**config.mk**
```make
export PLATFORM = sky130hd
export DESIGN_NAME = pulse_train_gen
export DESIGN_NICKNAME = d
export VERILOG_FILES = /design/src/rtl/pulse_train_gen.sv
export SDC_FILE = /design/constraint.sdc
export NUM_CORES = 1
export LEC_CHECK = 0
export BUFFER_PORTS_ARGS = -buffer_cell sky130_fd_sc_hd__clkbuf_2
export CORE_AREA = 8 8 45 47
export DETAILED_ROUTE_END_ITERATION = 6
export DIE_AREA = 0 0 53 55
export REMOVE_ABC_BUFFERS = 1
export SYNTH_ARGS = -nofsm -noshare
export SYNTH_HDL_FRONTEND = slang
export SYNTH_SLANG_ARGS = --single-unit
```
**constraint.sdc**
```tcl
create_clock -name clk -period 1.8 [get_ports clk]
set_input_delay 0 -clock clk [delete_from_list [all_inputs] [get_ports clk]]
set_output_delay 0 -clock clk [all_outputs]
set_load 0.05 [all_outputs]
```
**src/rtl/pulse_train_gen.sv**
```systemverilog
// Framed pulse-train transmitter: an arm strobe on start, then N pulses on c, then a done flag.
// All outputs are registered from the next state, so no input reaches an output combinationally.
module pulse_train_gen #(
  parameter int CNT_W     = 2,
  parameter int START_CYC = 1,
  parameter int HIGH_CYC  = 1,
  parameter int LOW_CYC   = 1
) (
  input  logic             clk,
  input  logic             rst_n,
  input  logic             req,
  input  logic [CNT_W-1:0] count,
  output logic             ack,
  output logic             busy,
  output logic             start,
  output logic             c,
  output logic             done
);

  localparam int TMAX = (START_CYC > HIGH_CYC) ?
                        ((START_CYC > LOW_CYC) ? START_CYC : LOW_CYC) :
                        ((HIGH_CYC > LOW_CYC) ? HIGH_CYC : LOW_CYC);
  localparam int TW = (TMAX > 1) ? $clog2(TMAX) : 1;

  localparam logic [TW-1:0] T_START = TW'(START_CYC - 1);
  localparam logic [TW-1:0] T_HIGH  = TW'(HIGH_CYC - 1);
  localparam logic [TW-1:0] T_LOW   = TW'(LOW_CYC - 1);

  typedef enum logic [2:0] {IDLE, START, HIGH, LOW, DONE} state_t;

  state_t           state, state_nx;
  logic [CNT_W-1:0] rem, rem_nx;
  logic [TW-1:0]    tmr, tmr_nx;
  logic             ack_nx;
  logic             tmr_exp;

  assign tmr_exp = (tmr == '0);

  always_ff @(posedge clk or negedge rst_n) begin
    if (!rst_n) begin
      state <= IDLE;
      rem   <= '0;
      tmr   <= '0;
      ack   <= 1'b0;
      busy  <= 1'b0;
      start <= 1'b0;
      c     <= 1'b0;
      done  <= 1'b0;
    end else begin
      state <= state_nx;
      rem   <= rem_nx;
      tmr   <= tmr_nx;
      ack   <= ack_nx;
      busy  <= (state_nx != IDLE);
      start <= (state_nx == START);
      c     <= (state_nx == HIGH);
      done  <= (state_nx == DONE);
    end
  end

  // ack is only raised on the accepting edge, which yields the first START cycle
  always_comb begin
    state_nx = state;
    rem_nx   = rem;
    tmr_nx   = tmr;
    ack_nx   = 1'b0;
    case (state)
      IDLE: begin
        if (req) begin
          state_nx = START;
          rem_nx   = count;
          tmr_nx   = T_START;
          ack_nx   = 1'b1;
        end
      end
      START, LOW: begin
        if (tmr_exp) begin
          if (rem == '0) begin
            state_nx = DONE;
          end else begin
            state_nx = HIGH;
            tmr_nx   = T_HIGH;
          end
        end else begin
          tmr_nx = tmr - TW'(1);
        end
      end
      HIGH: begin
        if (tmr_exp) begin
          state_nx = LOW;
          tmr_nx   = T_LOW;
          if (rem != '0) rem_nx = rem - CNT_W'(1);
        end else begin
          tmr_nx = tmr - TW'(1);
        end
      end
      DONE: begin
        state_nx = IDLE;
      end
      default: begin
        state_nx = IDLE;
      end
    endcase
  end

endmodule

```
# Word level (Yosys, flattened, before mapping)
# Index checks and enable logic that the tools add are counted.
dict set report classes {
  reduce_logical 10
  muxes 14
  eq_ne 9
  n_addsub 2
}
# op n
set ops {}
lappend ops {{$mux W3} 4}
lappend ops {{$eq A3 B2 Y1 const B} 3}
lappend ops {{$pmux W3 S3} 1}
lappend ops {{$eq A3 B1 Y1 const B} 2}
lappend ops {{$mux W2} 3}
lappend ops {{$ne A2 B2 Y1 const B} 3}
lappend ops {{$reduce_bool A2 Y1} 3}
lappend ops {{$mux W1} 4}
lappend ops {{$pmux W2 S2} 1}
lappend ops {{$reduce_and A4 Y1} 1}
lappend ops {{$eq A3 B3 Y1 const B} 1}
lappend ops {{$logic_not A3 Y1} 1}
lappend ops {{$reduce_bool A3 Y1} 1}
lappend ops {{$reduce_or A3 Y1} 1}
lappend ops {{$logic_not A2 Y1} 1}
lappend ops {{$pmux W1 S2} 1}
lappend ops {{$reduce_and A2 Y1} 1}
lappend ops {{$reduce_or A2 Y1} 1}
lappend ops {{$sub A2 B1 Y2 const B} 1}
lappend ops {{$sub A1 B1 Y1 const B} 1}
dict set report word_totals {
  output_inout_bits 5
  word_cells 43
  ff_bits 11
}

# Longest topological paths before layout
# Gate-level depths: netlist of run 1.
dict set report depth {
  ltp_word 5
  ltp_mapped 5
  ltp_nobuf 5
}

# Worst setup path before layout of run 1
# OpenSTA, ideal clock, no wires.
dict set report synth_path {
  path_type {register -> register}
  startpoint {register state[0]}
  endpoint {register rem[0]}
  path_stages_with_launch 4
  path_buffers 0
  period_less_slack_ns 1.518
  setup_time_ns 0.126
  arrival_time_ns 1.392
  slack_ns 0.282
  cell_sequence {dfrtp_1 -> or3b_1 -> mux2_2 -> a221o_1}
}
dict set report synth_via {
  elab_chain_len 3
  elab_cells_between_ends 8
  cone_classes {4 x eq/ne; 1 x mux; 3 x reduce/logical}
}
# item line
set synth_lines {}
lappend synth_lines {{start, declared} 31} ;# state_t state, state_nx;
lappend synth_lines {{start signal, assigned} 50} ;# state <= state_nx;
lappend synth_lines {{$eq A3 B2 Y1 or $logic_not A3 Y1 (tied branches)} 67} ;# case (state)
lappend synth_lines {{$ne A2 B2 Y1 (no source line) or $reduce_bool A2 Y1 (tied branches)} -}
lappend synth_lines {{$reduce_and A4 Y1 (no source line)} -}
lappend synth_lines {{end signal, assigned} 51} ;# rem <= rem_nx;
lappend synth_lines {{end, declared} 32} ;# logic [CNT_W-1:0] rem, rem_nx;
# Parallel ways exist; a longest one is shown, timed or not.
# A chain may end at the register's enable or synchronous reset.

# Worst setup path in the final report of run 1
# Same ends and word-level chain as after synthesis.

==> results.cfg, run 1 <==
[run_status]
outcome = finished, final reports clean

[logic_synthesis]
ys_seq_area_share_pct = 62.5
yosys.area.top_type = dfrtp_1
ys_top_cells_by_area = dfrtp_1 (63%), and3b_1 (4.4%), nor3_1 (3.8%)
synth_top_area_share_pct = 62.5
syn_area_um2 = 400
synth.distinct_cells = 16
synthCells = 32
synth_seq_cells = 10
synth_area_per_cell_um2 = 12.5
yosys_warnings = 0

[placed_design]
port_buffers = 9
globalplace.congestion = 0.719
pre_cts_slack_ns = 0.218
placed_cell_area_um2 = 473

[timing]
rsz0062_at_grt = no
finalCritPeriodShare_pct = 87.8
worstMarginPinSlew_ns = 0.257
setup_violations = 0
fin_ws_ns = 0.219
relSlewSlack_pct = 82.6
fmax_mhz = 633
hold_ws_ns = 0.131
hold_viol_final = 0
tns_ns = 0
layout_min_cycle_time_ns = 1.58
slew_violations = 0
finClkSkew_ns = 0.00421

[worst_setup_path]
path_cells = or3b_1, mux2_2, a221o_1
endpoint_kind = flip-flop
crit_end = rem[0]
required_ns = 1.95
slowest_stage = dfrtp_1
reg2regPathDepth = 3
arrival_ns = 1.73
startpoint = state[0]
cp_num_buf_inv = 0
ff2ff_setup_slack_ns = 0.22
cp-start-kind = flip-flop
critPathMaxStageDelay_ns = 0.45
r2r-start = state[0]
critical-path-top-delay-family = flip-flops
r2r-end = rem[0]
cp_max_fo = 9
worstSetupPathType = flip-flop to flip-flop
path_depth = 3

[job]
max_cap_violations = 0

[floorplan]
die_w_um = 53
ios = 10
fp-row-count = 14
dieArea_um2 = 2920
core_area_um2 = 1380
start_util_pct = 28.9
fp.dieH_um = 55

[routing]
vias_per_cell = 4.69
postRouteAntennaNets = 0
wl_per_cell_um = 11.7
vias = 305
wl_um = 759
dr.pass1.iters = 2
drc = 0
drt-initial-drc-count = 5

[cells_and_area]
nNetsFinal = 57
layout_common_cells = dfrtp_1 (10), clkbuf_2 (9), dlygate4sd3_1 (4)
final_common_cell = dfrtp_1
fin_area_um2 = 536
multiInputGateArea_um2 = 135
antenna_cells = 0
fill_cells = 142
seqCellArea_um2 = 250
layout-drive-gt1-share_pct = 32.7
syn2layout_area_growth_pct = 33.8

[global_routing]
antenna_found_initial = 0
grt_max_degree = 11
grt-ovfl-total = 0
first_global_vias = 294
grt_usage_pct = 6.62
grt_pass1_wl_um = 1330

[clock_network]
clkSlewWorstSetupHoldPaths_ns = 0.06
clk_latency_ns = 0.26
post_cts_buffers = 0
root_buffer = clkbuf_4
htree_num_levels = 1
cts_sinks = 10
cts_tree = built
cts_buffers = 3
clockBufferDepth = 2

[power_and_ir_drop]
ir_worst_vdd_mv = 0.582
p_per_area_nw_per_um2 = 1800
total_leakage_power_nw = 0.275
total_power_mw = 0.965

[min_path]
hold_path.class = input port to async pin
[cells in the mapped netlist]
master and instances:
clkinv_1 1, nor3_1 3, or3b_1 1, nor3b_1 1, nand2_1 1, a211oi_1 2
inv_1 2, nor2_1 3, or4b_4 1, dfrtp_1 10, ha_1 1, inv_2 1
a221o_1 1, and3b_1 2, nor4b_1 1, mux2_2 1
[worst min-delay path by stage]
stage           from  endpoint  slack, ns  cells after the start
2_1_floorplan  rst_n       ack      -0.30                      0
3_3_place_gp   rst_n       ack      -0.12                      1
3_5_place_dp   rst_n      busy      -0.12                      1
4_1_cts        rst_n       ack       0.13                      2
5_1_grt        rst_n       ack       0.16                      2
6_report       rst_n       ack       0.13                      2
[report_power, final]
group / leakage (nW) / total (mW) / internal, mW / switching [mW]
clock network: 0.0138 / 0.148 / 0.0770 / 0.0713
logic: 0.140 / 0.441 / 0.175 / 0.265
registers: 0.122 / 0.376 / 0.313 / 0.0626
total: 0.275 / 0.965 / 0.565 / 0.399
[final cells by class]
cell class | instances | share of cell area (%)
Sequential cell | 10 | 46.7
Clock buffer | 3 | 4.21
Tap cell | 16 | 3.74
Multi-Input combinational cell | 18 | 25.2
Timing Repair Buffer | 14 | 17.3
Inverter | 4 | 2.80
[per-layer routing]
| metal | global-route usage (%) | up-vias | share of wire [%] |
|---|---|---|---|
| met4 | 7.76 | 0 | 1.2 |
| li1 | - | 148 | - |
| met1 | 6.72 | 146 | 43 |
| met3 | 3.48 | 2 | 13 |
| met2 | 8.98 | 9 | 43 |
| met5 | 0 | - | 0 |
[cell families (layout without fill, tap and decap cells)]
kind of cell | after synthesis | count (layout) | share of synthesized area [%]
fa+ha+maj | 1 | 1 | 3.12
buf+inv | 4 | 21 | 3.75
mux | 1 | 1 | 2.81
compound gates | 3 | 3 | 6.25
simple gates | 13 | 13 | 21.6
flops | 10 | 10 | 62.5
[worst reg2reg max path, delay by kind of cell, from the launching register on]
kind,cells,cell delay [ns]
AOI/OAI and AO/OA,1,0.33
DFF,1,0.45
muxes,1,0.27
and+or+nand+nor,1,0.42
[registers in the layout, summed over array words and instances (netlist names)]
register	cells
ack	1
busy	1
c	1
done	1
rem	2
start	1
state	3
[stage by stage]
| stage | std cells | utilization [%] |
|---|---|---|
| after floorplan | 32 | - |
| after global placement | 58 | 34.2 |
| after detailed placement | 58 | 34.2 |
| after CTS | 65 | 38.7 |
| after global routing | 65 | 38.7 |
| final | 65 | 38.7 |
[repair_timing]
action / 4_1_cts / 5_1_grt
endpoints found under the hold margin: 13 / 0
resized for setup: 0 / 0
hold buffers: 4 / 0
(Power assumes the default switching activity.)
==> run 2: changes to the inputs <==
--- a/config.mk
+++ b/config.mk
@@ -6,9 +6,12 @@
 export NUM_CORES = 1
 export LEC_CHECK = 0
 export BUFFER_PORTS_ARGS = -buffer_cell sky130_fd_sc_hd__clkbuf_2
+export CELL_PAD_IN_SITES_DETAIL_PLACEMENT = 1
+export CELL_PAD_IN_SITES_GLOBAL_PLACEMENT = 1
 export CORE_AREA = 8 8 45 47
 export DETAILED_ROUTE_END_ITERATION = 6
 export DIE_AREA = 0 0 53 55
+export PLACE_DENSITY_LB_ADDON = 0.1
 export REMOVE_ABC_BUFFERS = 1
 export SYNTH_ARGS = -nofsm -noshare
 export SYNTH_HDL_FRONTEND = slang
==> run 2 against run 1 <==
  * Cell area stayed put
  * Global-route usage increased by 0.43 points
  * Count of clock-buffer cells in the layout is the same
  * Clock skew shrank 0.0034 ns
==> results.cfg, run 2 (synthesis results as in run 1) <==
[timing]
finClkSkew_ns = 0.000838
fmax_mhz = 624
layout_min_cycle_time_ns = 1.60
tns_ns = 0
hold_ws_ns = 0.125
setup_violations = 0
fin_ws_ns = 0.197
finalCritPeriodShare_pct = 89.0
worstMarginPinSlew_ns = 0.284
slew_violations = 0
rsz0062_at_grt = no
relSlewSlack_pct = 80.8
hold_viol_final = 0

[routing]
vias_per_cell = 4.78
drt-initial-drc-count = 1
wl_per_cell_um = 13.3
drc = 0
vias = 311
wl_um = 863
dr.pass1.iters = 2
postRouteAntennaNets = 0

[clock_network]
root_buffer = clkbuf_4
htree_num_levels = 1
clk_latency_ns = 0.27
clkSlewWorstSetupHoldPaths_ns = 0.06
cts_tree = built
clockBufferDepth = 2
cts_buffers = 3
cts_sinks = 10

[worst_setup_path]
path_cells = or3b_1, mux2_2, a221o_1
cp_num_buf_inv = 0
critPathMaxStageDelay_ns = 0.46
critical-path-top-delay-family = flip-flops
cp_max_fo = 9
reg2regPathDepth = 3
path_depth = 3
crit_end = rem[0]
startpoint = state[0]
endpoint_kind = flip-flop
r2r-start = state[0]
cp-start-kind = flip-flop
worstSetupPathType = flip-flop to flip-flop
required_ns = 1.95
arrival_ns = 1.76
ff2ff_setup_slack_ns = 0.20
r2r-end = rem[0]
slowest_stage = dfrtp_1

[power_and_ir_drop]
power.share.clock_pct = 15.6
total_power_mw = 0.982
p_per_area_nw_per_um2 = 1830
combinationalPowerShare_pct = 45.6
power.internal_mw = 0.567
ir_worst_vdd_mv = 0.548
share_seq_of_total_power_pct = 38.7
total_leakage_power_nw = 0.275
p_sw_share_pct = 42.3
power_switching_mw = 0.415

[placed_design]
placed_cell_area_um2 = 473
pre_cts_slack_ns = 0.202
hpwl_um = 680
globalplace.congestion = 0.696
port_buffers = 9
dpl.cell_count = 58

[floorplan]
fp-row-count = 14
core_area_um2 = 1380
ios = 10
start_util_pct = 28.9
dieArea_um2 = 2920
fp.dieH_um = 55
die_w_um = 53

[global_routing]
grt_max_degree = 11
first_global_vias = 340
grt-ovfl-total = 0
antenna_found_initial = 0
grt_pass1_wl_um = 1430
grt_usage_pct = 7.06

[min_path]
hold_path.class = input port to async pin

[cells_and_area]
antenna_cells = 0
final_cells = 65
layout_common_cells = dfrtp_1 (10), clkbuf_2 (9), dlygate4sd3_1 (4)
layout-drive-gt1-share_pct = 32.7
top_register = state
utilization_pct = 38.7
fin_area_um2 = 536
largest_reg_flops = 3
nNetsFinal = 57
syn2layout_area_growth_pct = 33.8
final_common_cell = dfrtp_1
reg_top3 = state (3), rem (2)

[run_status]
outcome = finished, final reports clean

[job]
max_cap_violations = 0
-- run 2: cell counts in the layout (fill, tap and decap cells not counted) --
No cell type changed its count.
-- run 2: worst min-delay path by stage --
stage               startpoint   end  cells after the start
finish                   rst_n  busy                      2
global placement         rst_n     c                      1
detailed placement       rst_n  done                      1
CTS                      rst_n   ack                      2
global route             rst_n  busy                      2
floorplan                rst_n   ack                      0
-- run 2: power groups by stage --
stage,logic [mW],registers (mW),clock network (mW)
floorplan,0.203,0.496,0
global placement,0.435,0.374,0
detailed placement,0.453,0.385,0
CTS,0.461,0.382,0.160
global route,0.493,0.392,0.169
finish,0.448,0.380,0.153
-- run 2: final cells by class --
class	count	area, um2
multi-input combinational	18	135
timing repair buffer	14	92.6
fill	170	848
tap	16	20.0
inverter	4	15.0
sequential	10	250
clock buffer	3	22.5
-- run 2: repair_timing --
item | in CTS | in global routing
hold buffers | 4 | 0
buffers inserted | 0 | 0
gates resized for setup | 0 | 0
hold endpoints to repair | 13 | 0
-- run 2: layer usage --
metal  part of all wire (%)  GRT usage, %
met5                      0             0
met3                    8.7          2.94
met2                     44          10.9
met4                    3.0          6.47
met1                     44          7.17
==> run 3: changes to the inputs <==
--- a/config.mk
+++ b/config.mk
@@ -8,9 +8,9 @@
 export BUFFER_PORTS_ARGS = -buffer_cell sky130_fd_sc_hd__clkbuf_2
 export CELL_PAD_IN_SITES_DETAIL_PLACEMENT = 1
 export CELL_PAD_IN_SITES_GLOBAL_PLACEMENT = 1
-export CORE_AREA = 8 8 45 47
+export CORE_AREA = 2 2 39 41
 export DETAILED_ROUTE_END_ITERATION = 6
-export DIE_AREA = 0 0 53 55
+export DIE_AREA = 0 0 41 43
 export PLACE_DENSITY_LB_ADDON = 0.1
 export REMOVE_ABC_BUFFERS = 1
 export SYNTH_ARGS = -nofsm -noshare
==> run 3 against run 2 <==
  * Clock power is 34% higher
  * Combinational power barely moved
  * Cell area down 1.2%
  * Power grew 5.0%
  * Non-clock buffer count shrank 2
  * Flip-flop and latch count is the same
  * Largest cell class unchanged
  * Largest power group unchanged
==> results.cfg, run 3 (synthesis results as in run 1) <==
[worst_setup_path]
cp_num_buf_inv = 0
reg2regPathDepth = 3
worstSetupPathType = flip-flop to flip-flop
slowest_stage = dfrtp_1
ff2ff_setup_slack_ns = 0.18
r2r-end = rem[0]
critPathMaxStageDelay_ns = 0.47
path_cells = or3b_1, mux2_2, a221o_1
critical-path-top-delay-family = flip-flops
required_ns = 1.94
arrival_ns = 1.77
endpoint_kind = flip-flop
cp_max_fo = 9
r2r-start = state[0]
cp-start-kind = flip-flop

[timing]
rsz0062_at_grt = no
hold_viol_final = 0
layout_min_cycle_time_ns = 1.62
relSlewSlack_pct = 81.5
slew_violations = 0
fmax_mhz = 616
setup_violations = 0
fin_ws_ns = 0.175
worstMarginPinSlew_ns = 0.279
finClkSkew_ns = 0.00581
finalCritPeriodShare_pct = 90.3
tns_ns = 0

[global_routing]
first_global_vias = 324
grt_pass1_wl_um = 1500
grt-ovfl-total = 0
grt_max_degree = 11
antenna_found_initial = 0
grt_usage_pct = 13.1

[floorplan]
ios = 10
core_area_um2 = 1380
dieArea_um2 = 1760
fp.dieH_um = 43
start_util_pct = 28.9
fp-row-count = 14
die_w_um = 41

[cells_and_area]
seqCellArea_um2 = 250
fin_area_um2 = 529
nNetsFinal = 55
multiInputGateArea_um2 = 135
top_register = state
layout_common_cells = dfrtp_1 (10), clkbuf_2 (9), nor2_1 (3), nor3_1 (3), clkbuf_4 (3)
largest_reg_flops = 3
final_cells = 64
layout-drive-gt1-share_pct = 35.4
reg_top3 = state (3), rem (2)
antenna_cells = 0
final_common_cell = dfrtp_1
fill_cells = 164
syn2layout_area_growth_pct = 32.2

[power_and_ir_drop]
ir_worst_vdd_mv = 0.512
total_leakage_power_nw = 0.274
p_per_area_nw_per_um2 = 1950

[run_status]
outcome = finished, final reports clean

[clock_network]
clk_latency_ns = 0.26
root_buffer = clkbuf_4
clkSlewWorstSetupHoldPaths_ns = 0.07
cts_buffers = 3
cts_sinks = 10
cts_resized = 0
htree_num_levels = 1
cts_tree = built
clockBufferDepth = 2

[placed_design]
globalplace.congestion = 0.761
dpl.cell_count = 58
pre_cts_slack_ns = 0.203
hpwl_um = 602
placed_cell_area_um2 = 473
port_buffers = 9

[min_path]
hold_path_end = busy
hold_path.class = input port to flip-flop
min_from = req
min_path_cells = 3

[routing]
vias_per_cell = 4.64
postRouteAntennaNets = 0
drt-initial-drc-count = 6
wl_um = 825
drc = 0
wl_per_cell_um = 12.9
dr.pass1.iters = 2
vias = 297

[job]
max_cap_violations = 0
==> run 3: cell types whose count changed in the layout (fill, tap and decap cells not counted) <==
cell,before,now
clkbuf_8,0,1
dlygate4sd3_1,4,2
==> run 3: stage by stage <==
| stage | hold WS [ns] | total power, mW | util [%] |
|---|---|---|---|
| detailed placement | -0.117 | 0.829 | 34.2 |
| floorplan | -0.296 | 0.700 | - |
| CTS | 0.00596 | 1.04 | 38.2 |
| global placement | -0.125 | 0.809 | 34.2 |
| global route | 0.0106 | 1.13 | 38.2 |
| finish | 0.00159 | 1.03 | 38.2 |
==> run 3: repair_timing <==
item / 4_1_cts / 5_1_grt
hold endpoints to repair: 11 / 0
setup buffers: 0 / 0
hold buffers: 2 / 0
==> run 3: worst max path at each step <==
stage / startpoint / cells past startpoint / endpoint
after global placement: state[0] / 3 / rem[0]
after global routing: state[0] / 3 / rem[0]
after CTS: state[0] / 3 / rem[0]
final: state[0] / 3 / rem[0]
after detailed placement: state[0] / 3 / rem[0]
after floorplan: state[0] / 3 / rem[0]
==> run 3: per-layer routing <==
metal | vias to the layer above | track usage (%) | part of all wire, % | routed length [um]
met3 | 0 | 3.14 | 4.1 | 34
met1 | 145 | 19.3 | 46 | 383
met5 | - | 0 | 0 | 0
met4 | 0 | 6.00 | 0 | 0
met2 | 7 | 17.5 | 49 | 408
li1 | 145 | - | - | -
==> run 3: area by class of cell <==
type | instances | share of cell area [%]
Inverter | 4 | 2.84
Sequential cell | 10 | 47.3
Clock buffer | 4 | 6.86
Multi-Input combinational cell | 18 | 25.5
Timing Repair Buffer | 12 | 13.7
Tap cell | 16 | 3.78
==> run 3: worst register-to-register path, stage by stage (launching register included) <==
cell and delay (ns):
dfrtp_1 0.47, or3b_1 0.42, mux2_2 0.27, a221o_1 0.34
==> run 3: where the power goes <==
group,switching [mW],internal (mW)
combinational,0.272,0.174
sequential,0.0667,0.313
clock,0.0823,0.123
